File: src/rtl/p1_mem_pkg.sv
// p1_mem_pkg: shared constants, state encoding, tag payload and address helper
// for the pooling-1 output memory read generator.
//   MAP_W       feature-map side length (words per row)
//   K           conv-2 kernel side length
//   OUT_W       window positions per axis (MAP_W-K+1)
//   ADDR_W      memory address width
//   TOTAL_READS reads in one full map sweep
package p1_mem_pkg;

    localparam int unsigned MAP_W       = 12;
    localparam int unsigned K           = 5;
    localparam int unsigned OUT_W       = MAP_W - K + 1;
    localparam int unsigned ADDR_W      = 8;
    localparam int unsigned TOTAL_READS = OUT_W * OUT_W * K * K;

    // Window index width (0..OUT_W-1) and kernel index width (0..K-1)
    localparam int unsigned IDX_W = 3;
    localparam int unsigned KC_W  = 3;

    typedef enum logic [1:0] {
        ST_IDLE  = 2'd0,
        ST_RUN   = 2'd1,
        ST_DRAIN = 2'd2,
        ST_DONE  = 2'd3
    } state_t;

    // Sideband that travels alongside a read until its data returns
    typedef struct packed {
        logic             valid;
        logic             first;
        logic             last;
        logic [IDX_W-1:0] row;
        logic [IDX_W-1:0] col;
    } rd_tag_t;

    // Row-major word address of kernel element (kr,kc) in window (orow,ocol)
    function automatic logic [ADDR_W-1:0] win_addr(
        input logic [IDX_W-1:0] orow,
        input logic [IDX_W-1:0] ocol,
        input logic [KC_W-1:0]  kr,
        input logic [KC_W-1:0]  kc
    );
        logic [ADDR_W-1:0] row_sum;
        logic [ADDR_W-1:0] col_sum;
        row_sum  = ADDR_W'(orow) + ADDR_W'(kr);
        col_sum  = ADDR_W'(ocol) + ADDR_W'(kc);
        win_addr = ADDR_W'(row_sum * ADDR_W'(MAP_W)) + col_sum;
    endfunction

endpackage

File: src/rtl/p1_read_pipe.sv
// p1_read_pipe: DEPTH-stage register delay line that lines the read tag up
// with data returning from a memory of DEPTH-cycle read latency.
//   clk    system clock
//   reset  asynchronous active-low reset, clears every stage
//   din    tag of the read issued this cycle
//   dout   tag of the read issued DEPTH cycles ago
module p1_read_pipe
    import p1_mem_pkg::*;
#(
    parameter int unsigned DEPTH = 1
) (
    input  logic    clk,
    input  logic    reset,
    input  rd_tag_t din,
    output rd_tag_t dout
);

    rd_tag_t stage [DEPTH];

    // Shift register; reset drops every in-flight tag
    always_ff @(posedge clk or negedge reset) begin
        if (!reset) begin
            for (int unsigned i = 0; i < DEPTH; i++) begin
                stage[i] <= '0;
            end
        end else begin
            stage[0] <= din;
            for (int unsigned i = 1; i < DEPTH; i++) begin
                stage[i] <= stage[i-1];
            end
        end
    end

    assign dout = stage[DEPTH-1];

endmodule

File: src/rtl/p1_mem_read.sv
// p1_mem_read: read-side address generator for the pooling-1 output memory.
// Sweeps every KxK window of the MAP_W x MAP_W map at stride 1 and tags the
// returning data with valid/first/last and the window position for conv-2.
//   clk      system clock
//   reset    asynchronous active-low reset
//   start    begin a full sweep (honoured in IDLE or DONE only)
//   ready    downstream can take a read issued this cycle
//   rd_en    memory read enable (combinational, = ready while running)
//   addr     memory read address, 0 when rd_en is low
//   valid    memory data valid (rd_en delayed RD_LAT cycles)
//   first    with valid: kernel element (0,0) of a window
//   last     with valid: kernel element (K-1,K-1) of a window
//   out_row  with valid: window row 0..OUT_W-1
//   out_col  with valid: window column 0..OUT_W-1
//   busy     sweep in progress (RUN or DRAIN)
//   done     sweep complete, held until the next start
module p1_mem_read
    import p1_mem_pkg::*;
#(
    parameter int unsigned RD_LAT = 1
) (
    input  logic              clk,
    input  logic              reset,
    input  logic              start,
    input  logic              ready,
    output logic              rd_en,
    output logic [ADDR_W-1:0] addr,
    output logic              valid,
    output logic              first,
    output logic              last,
    output logic [IDX_W-1:0]  out_row,
    output logic [IDX_W-1:0]  out_col,
    output logic              busy,
    output logic              done
);

    localparam int unsigned DRAIN_W = (RD_LAT > 1) ? $clog2(RD_LAT) : 1;

    state_t               state;
    logic [IDX_W-1:0]     orow;
    logic [IDX_W-1:0]     ocol;
    logic [KC_W-1:0]      kr;
    logic [KC_W-1:0]      kc;
    logic [DRAIN_W-1:0]   drain_cnt;

    logic                 kc_end;
    logic                 kr_end;
    logic                 ocol_end;
    logic                 orow_end;
    logic                 final_issue;
    rd_tag_t              issue_tag;
    rd_tag_t              out_tag;

    // Issue side: read enable, address and tag from the registered counters
    always_comb begin
        kc_end      = (kc == KC_W'(K - 1));
        kr_end      = (kr == KC_W'(K - 1));
        ocol_end    = (ocol == IDX_W'(OUT_W - 1));
        orow_end    = (orow == IDX_W'(OUT_W - 1));

        rd_en       = (state == ST_RUN) && ready;
        addr        = rd_en ? win_addr(orow, ocol, kr, kc) : '0;
        final_issue = rd_en && kc_end && kr_end && ocol_end && orow_end;

        issue_tag       = '0;
        issue_tag.valid = rd_en;
        issue_tag.first = rd_en && (kr == '0) && (kc == '0);
        issue_tag.last  = rd_en && kr_end && kc_end;
        issue_tag.row   = rd_en ? orow : '0;
        issue_tag.col   = rd_en ? ocol : '0;
    end

    // Sweep FSM and nested window/kernel counters
    always_ff @(posedge clk or negedge reset) begin
        if (!reset) begin
            state     <= ST_IDLE;
            orow      <= '0;
            ocol      <= '0;
            kr        <= '0;
            kc        <= '0;
            drain_cnt <= '0;
        end else begin
            case (state)
                ST_IDLE, ST_DONE: begin
                    if (start) begin
                        state     <= ST_RUN;
                        orow      <= '0;
                        ocol      <= '0;
                        kr        <= '0;
                        kc        <= '0;
                        drain_cnt <= '0;
                    end
                end

                ST_RUN: begin
                    // Counters only move on cycles that actually issue a read
                    if (rd_en) begin
                        if (final_issue) begin
                            state     <= ST_DRAIN;
                            drain_cnt <= '0;
                        end
                        if (!kc_end) begin
                            kc <= kc + KC_W'(1);
                        end else begin
                            kc <= '0;
                            if (!kr_end) begin
                                kr <= kr + KC_W'(1);
                            end else begin
                                kr <= '0;
                                if (!ocol_end) begin
                                    ocol <= ocol + IDX_W'(1);
                                end else begin
                                    ocol <= '0;
                                    orow <= orow_end ? '0 : orow + IDX_W'(1);
                                end
                            end
                        end
                    end
                end

                ST_DRAIN: begin
                    // Wait out the read latency so the final valid leaves first
                    if (drain_cnt == DRAIN_W'(RD_LAT - 1)) begin
                        state <= ST_DONE;
                    end else begin
                        drain_cnt <= drain_cnt + DRAIN_W'(1);
                    end
                end

                default: state <= ST_IDLE;
            endcase
        end
    end

    assign busy = (state == ST_RUN) || (state == ST_DRAIN);
    assign done = (state == ST_DONE);

    p1_read_pipe #(
        .DEPTH (RD_LAT)
    ) u_pipe (
        .clk   (clk),
        .reset (reset),
        .din   (issue_tag),
        .dout  (out_tag)
    );

    assign valid   = out_tag.valid;
    assign first   = out_tag.first;
    assign last    = out_tag.last;
    assign out_row = out_tag.row;
    assign out_col = out_tag.col;

endmodule

File: config.mk
export PLATFORM = sky130hd
export DESIGN_NAME = p1_mem_read
export DESIGN_NICKNAME = d
export VERILOG_FILES = /design/src/rtl/p1_mem_pkg.sv /design/src/rtl/p1_read_pipe.sv /design/src/rtl/p1_mem_read.sv
export SDC_FILE = /design/constraint.sdc
export NUM_CORES = 1
export LEC_CHECK = 0
export CAP_MARGIN = 0
export CORE_ASPECT_RATIO = 1.1
export CORE_MARGIN = 2
export CORE_UTILIZATION = 40
export DETAILED_ROUTE_END_ITERATION = 6
export PLACE_DENSITY = 0.6
export SYNTH_ARGS = -nofsm -noshare
export SYNTH_HDL_FRONTEND = slang
export SYNTH_SLANG_ARGS = --single-unit
File: constraint.sdc
create_clock -name clk -period 4.8 [get_ports clk]
set_input_delay 0.96 -clock clk [delete_from_list [all_inputs] [get_ports clk]]
set_output_delay 0.96 -clock clk [all_outputs]
set_load 0.02 [all_outputs]
Word-level counts from Yosys, hierarchy flattened
Index checks and enable logic that the tools add are counted.
- output and inout port bits: 20
- register bits: 24
- latch bits: 0
- RAM bits: 0
- memories: 0
- input port bits: 4
- word-level logic and storage cells: 87
- ROM bits: 0
- $lt $le $gt $ge: 0
- reduce and logical (&&, ||, !) cells: 21
- eq/ne operators: 14
- $add $sub $neg: 8
- multiply operators: 1
- multiplexer cells: 32
- bitwise logic cells: 0
- shift-type cells: 0
- divide/modulo/power cells: 0
- operator list (operator ; count):
    2-to-1 mux 3 bit ; 17
    case mux 3 bit (2 select lines) ; 4
    != test 2 bit (second input constant) ; 7
    adder 3 x 1 -> 3 bit (second input constant) ; 4
    equality test 3 bit (second input constant) ; 4
    logical AND 1 bit ; 9
    adder 3 x 3 -> 4 bit ; 2
    adder 8 x 4 -> 8 bit ; 1
    2-to-1 mux 2 bit ; 4
    2-to-1 mux 8 bit ; 1
    AND reduction 4 bit ; 2
    zero test 3 bit ; 2
    multiplier 4 x 2 -> 6 bit (second input constant) ; 1
    case mux 2 bit (3 select lines) ; 1
    AND reduction 3 bit ; 2
    AND reduction 6 bit ; 1
    AND reduction 5 bit ; 1
    equality test 2 bit (second input constant) ; 2
    2-to-1 mux 1 bit ; 4
    case mux 1 bit (3 select lines) ; 1
    equality test 2 x 1 -> 1 bit (second input constant) ; 1
    zero test 2 bit ; 1
    nonzero test 2 bit ; 1
    OR reduction 2 bit ; 1
    2 further kinds ; 2

Depth between registers and ports, before layout
- word-level depth: 9
- depth in mapped cells: 10
- gate-level depth less buffers: 10

Modules after synthesis
Synthesis repeated with hierarchy kept, for this count alone.
- cell total of the unflattened synthesis: 173
- area total of the unflattened synthesis: 1614.0 µm²
- by module, submodules not included (module ; area an instance (µm²) ; cells an instance ; instances ; sequential area each (µm²)):
    p1_mem_read ; 1388.8 ; 164 ; 1 ; 350.3
    p1_read_pipe ; 225.2 ; 9 ; 1 ; 225.2

Worst setup path after synthesis
OpenSTA, ideal clock, no wires.
- path kind: flip-flop to output port
- start: register orow[0]
- end: output port addr[7]
- arrival: 2.706 ns
- stages on the path, launching flop included: 9
- buffers on the path: 0
- data required time: 3.840 ns
- setup slack: 1.134 ns
- path through: dfrtp_1 > ha_1 > fa_1 > xor2_1 > inv_1 > fa_1 > xor2_1 > nor4_1 > mux2_1
- cells in the longest elaborated chain, start to end: 4
- RTL lines (what ; RTL line ; source):
    from (decl) ; p1_mem_read.sv:40 ; logic [IDX_W-1:0] orow;
    from (signal assigned) ; p1_mem_read.sv:114 ; orow <= orow_end ? '0 : orow + IDX_W'(1);
    adder 3 x 3 -> 4 bit ; p1_mem_pkg.sv:45 ; row_sum = ADDR_W'(orow) + ADDR_W'(kr);
    multiplier 4 x 2 -> 6 bit ; p1_mem_pkg.sv:47 ; win_addr = ADDR_W'(row_sum * ADDR_W'(MAP_W)) + col_sum;
    adder 8 x 4 -> 8 bit ; p1_mem_pkg.sv:47 ;
    2-to-1 mux 8 bit ; p1_mem_read.sv:62 ; addr = rd_en ? win_addr(orow, ocol, kr, kc) : '0;
    to (decl) ; p1_mem_read.sv:27 ; output logic [ADDR_W-1:0] addr,
Every way passes these cells.

Worst setup path in the final report
Ends and elaborated chain as after synthesis.

==> results.cfg <==
[worst_setup_path]
path_cells = ha_1, fa_1, xor2_2, inv_1, fa_1, xor2_1, nor4_1, mux2_1, clkdlybuf4s50_1
cp_common_cell = sky130_fd_sc_hd__fa_1
critPathSlowestCell = sky130_fd_sc_hd__clkdlybuf4s50_1
critPathRequiredTime_ns = 3.84
start_kind = flop
endpoint_kind = output pin
worst-setup-path-type = reg -> out
worst_ep_arrival_time_ns = 3.58
max_stage_delay_ns = 0.54
r2r_cells = 8
critical_path.max_fanout = 7

[layout]
multiInputGateArea_um2 = 943
n_fill_cell = 361
diodes = 0
layout_overhead_on_the_synthesized_area_pct = 21.9
drive_gt1_share_pct = 4.55
final_nets = 232
seq_area_um2 = 576

[placement]
io_buffer_count = 23
routability_congestion_estimate = 0.798
placed_wire_length_estimate_um = 2590

[drt]
drtIter0Drc = 15
detail_route.vias_per_cell = 4.84
wire_per_inst_um = 12.8
top_signal_layer_used = met4
ant_nets = 0
detail_route.first_pass.iterations = 4
drt-total-wl_um = 3210
post-route-drc-count = 0
met3RoutedLength_um = 77
detailroute.wirelength.met2_um = 1650
detail_route.wirelength.met1_um = 1440
dr_total_vias = 1209

[timing]
max_slew.worst_pin.slew_ns = 1.06
hold_slack_ns = 0.515
rsz0062_at_grt = false
clock_skew_ns = 0.00236
layout_worst_path_cycle_share_pct = 94.7
report.final.setup_viol = 0
final_max_slew_viol_count = 0
clock.fmax_mhz = 220
hold_viol = 0
setup_total_negative_slack_ns = 0
slew_limit_headroom_pct = 29.4
final_critical_path_time_including_i_o_delays_and_setup_ns = 4.54

[yosys]
yosys.area.top_type_share_pct = 35.8
synthCells = 173
ys_types = 29
async_set_reset_flop_share_out_of_synthesis_pct = 100
leading_cell_types_by_total_area_after_synthesis = sky130_fd_sc_hd__dfrtp_1 36%, sky130_fd_sc_hd__ha_1 19%, sky130_fd_sc_hd__inv_1 5.1%
avgSynthCellArea_um2 = 9.30
synth_enable_flop_cells = 0
ys_seq_area_share_pct = 35.8
number_of_warnings_issued_by_yosys = 0
synth_most_common_cell = sky130_fd_sc_hd__ha_1
synth_flop_cell = sky130_fd_sc_hd__dfrtp_1
synthesis.area_um2 = 1610
synth.cells.most_frequent = 25 x sky130_fd_sc_hd__ha_1, 23 x sky130_fd_sc_hd__dfrtp_1, 22 x sky130_fd_sc_hd__inv_1
yosys_register_bits = 23
synth.largest_area_cell = sky130_fd_sc_hd__dfrtp_1
total_nets_after_synthesis = 206

[floorplanning]
floorplan.die_area_um2 = 4550
rows = 24
io_pins = 24
core-area_um2 = 3900
start_util_pct = 41.2
die_height_um = 70.5
die_width_um = 64.5

[global_routing]
grt_pass1_wl_um = 5750
via_count_of_the_first_global_routing_pass = 1282
grt.overflow.total = 0
antenna_found_initial = 0
overall_fraction_of_global_route_tracks_in_use_pct = 16.2
grt_start_max_net_pins = 24

[power_and_ir_drop]
power.share.clock_pct = 9.8
pwr-share-seq_pct = 23.6
power.share.switching_pct = 47.2
internal-power_uw = 674
peakVddDrop_uv = 371
power.net_switching_uw = 602
leakagePower_uw = 0.000989
p_comb_share_pct = 66.6
cellPowerDensity_nw_per_um2 = 651

[clock_network]
cts_buffer_depth = 2
setup_bufs_post_cts = 0
worst_skew_pair.late_latency_ns = 0.26
tritoncts_clock_tree = yes
h-tree-depth = 1
cts_made_buffers = 3
cts_hold_buffers = 0
cts.sinks = 23
clk_root_buffer_cell = sky130_fd_sc_hd__clkbuf_8
clk_pin_slew_ns = 0.09
post_cts.resized_instances = 0

[min_path]
holdCritPathClass = reg -> reg
whs_path_depth = 1

[run_status]
outcome = finished, final reports clean

[job]
timing.max_cap.violations = 0
-- sequential cells by signal, indices dropped and copies added (netlist names) --
| name | flops |
|---|---|
| orow | 3 |
| ocol | 3 |
| kc | 3 |
| kr | 3 |
| u_pipe.dout | 9 |
| state | 2 |
-- metal layers --
metal,track usage (%),vias to the layer above
met5,0,-
met4,6.62,0
met3,2.42,4
met2,28.9,22
met1,19.3,562
li1,-,621
-- final cells by class --
type | count | area share, %
clock buffer | 3 | 2.11
clock inverter | 1 | 0.383
inverter | 22 | 4.21
multi-input combinational | 124 | 48.1
sequential | 23 | 29.4
tap | 52 | 3.32
timing repair buffer | 25 | 12.5
-- cells by family (layout without fill, tap and decap cells) --
logic type	count (synthesis)	in the layout	share of synthesized area [%]
mux	3	3	1.94
compound gates	24	24	9.49
flops	23	23	35.8
fa+ha+maj	29	29	24.4
buf+inv	26	51	6.07
xor+xnor	9	9	4.90
simple gates	59	59	17.4
-- cells in the final DEF, fill, tap and decap left out --
cell type,Yosys,final
sky130_fd_sc_hd__mux2i_1,2,2
sky130_fd_sc_hd__and3_1,7,7
sky130_fd_sc_hd__or4_1,1,1
sky130_fd_sc_hd__buf_4,0,2
sky130_fd_sc_hd__o21ai_0,3,3
sky130_fd_sc_hd__xor2_2,0,1
sky130_fd_sc_hd__nand2_2,1,1
sky130_fd_sc_hd__and2_1,3,3
sky130_fd_sc_hd__o22ai_1,1,1
sky130_fd_sc_hd__nand2b_1,2,2
sky130_fd_sc_hd__nand3_1,8,8
sky130_fd_sc_hd__fa_1,4,4
sky130_fd_sc_hd__nor2b_1,2,2
sky130_fd_sc_hd__nand2_1,21,21
sky130_fd_sc_hd__ha_1,25,25
sky130_fd_sc_hd__a21o_1,3,3
sky130_fd_sc_hd__mux2_1,1,1
sky130_fd_sc_hd__clkdlybuf4s50_1,0,23
sky130_fd_sc_hd__a21oi_1,7,7
sky130_fd_sc_hd__inv_1,22,22
sky130_fd_sc_hd__xor2_1,4,3
sky130_fd_sc_hd__a31o_1,1,1
sky130_fd_sc_hd__nor3_1,2,2
sky130_fd_sc_hd__dfrtp_1,23,23
sky130_fd_sc_hd__clkinvlp_4,0,1
sky130_fd_sc_hd__o211ai_1,2,2
sky130_fd_sc_hd__xnor2_1,5,5
sky130_fd_sc_hd__a21oi_4,1,1
sky130_fd_sc_hd__a22o_1,1,1
sky130_fd_sc_hd__o21ai_1,5,5
sky130_fd_sc_hd__clkbuf_8,0,3
sky130_fd_sc_hd__nor2_1,10,10
sky130_fd_sc_hd__nor4_1,2,2
-- critical path, delay by kind of cell, from the launching register on --
kind / cells / cell delay (ns)
buf+inv: 2 / 0.66
fa+ha+maj: 3 / 1.13
simple gates: 1 / 0.29
flops: 1 / 0.45
mux: 1 / 0.36
xor+xnor: 2 / 0.43
-- per-stage QoR --
stage	worst slack [ns]	cells	utilization [%]	total power [uW]	instance area, um2
5_1_grt	0.0551	250	50.2	1410	1960
2_1_floorplan	1.13	173	-	915	1610
3_5_place_dp	0.464	246	48.8	1160	1900
4_1_cts	0.174	250	50.0	1290	1950
6_report	0.256	250	50.2	1280	1960
3_3_place_gp	0.608	246	48.8	1120	1900
-- worst paths after layout --
check,slack [ns],endpoint,from
setup / recovery,0.26,addr[7],orow[0]$_DFFE_PN0P_
hold / removal,0.51,u_pipe.dout[7]$_DFF_PN0_,kc[2]$_DFFE_PN0P_
setup reg to reg,2.57,orow[0]$_DFFE_PN0P_,state[1]$_DFFE_PN0P_
hold reg to reg,0.51,u_pipe.dout[7]$_DFF_PN0_,kc[2]$_DFFE_PN0P_
max in group asynchronous,2.90,u_pipe.dout[6]$_DFF_PN0_,reset
min in group asynchronous,1.26,ocol[0]$_DFFE_PN0P_,reset
-- power by group through the flow --
stage	Sequential [uW]	Combinational (uW)	Clock (uW)
final	302	851	124
after global routing	311	961	136
after CTS	303	860	127
after detailed placement	308	854	0
after global placement	304	815	0
after floorplan	307	607	0
(Power assumes the default switching activity.)
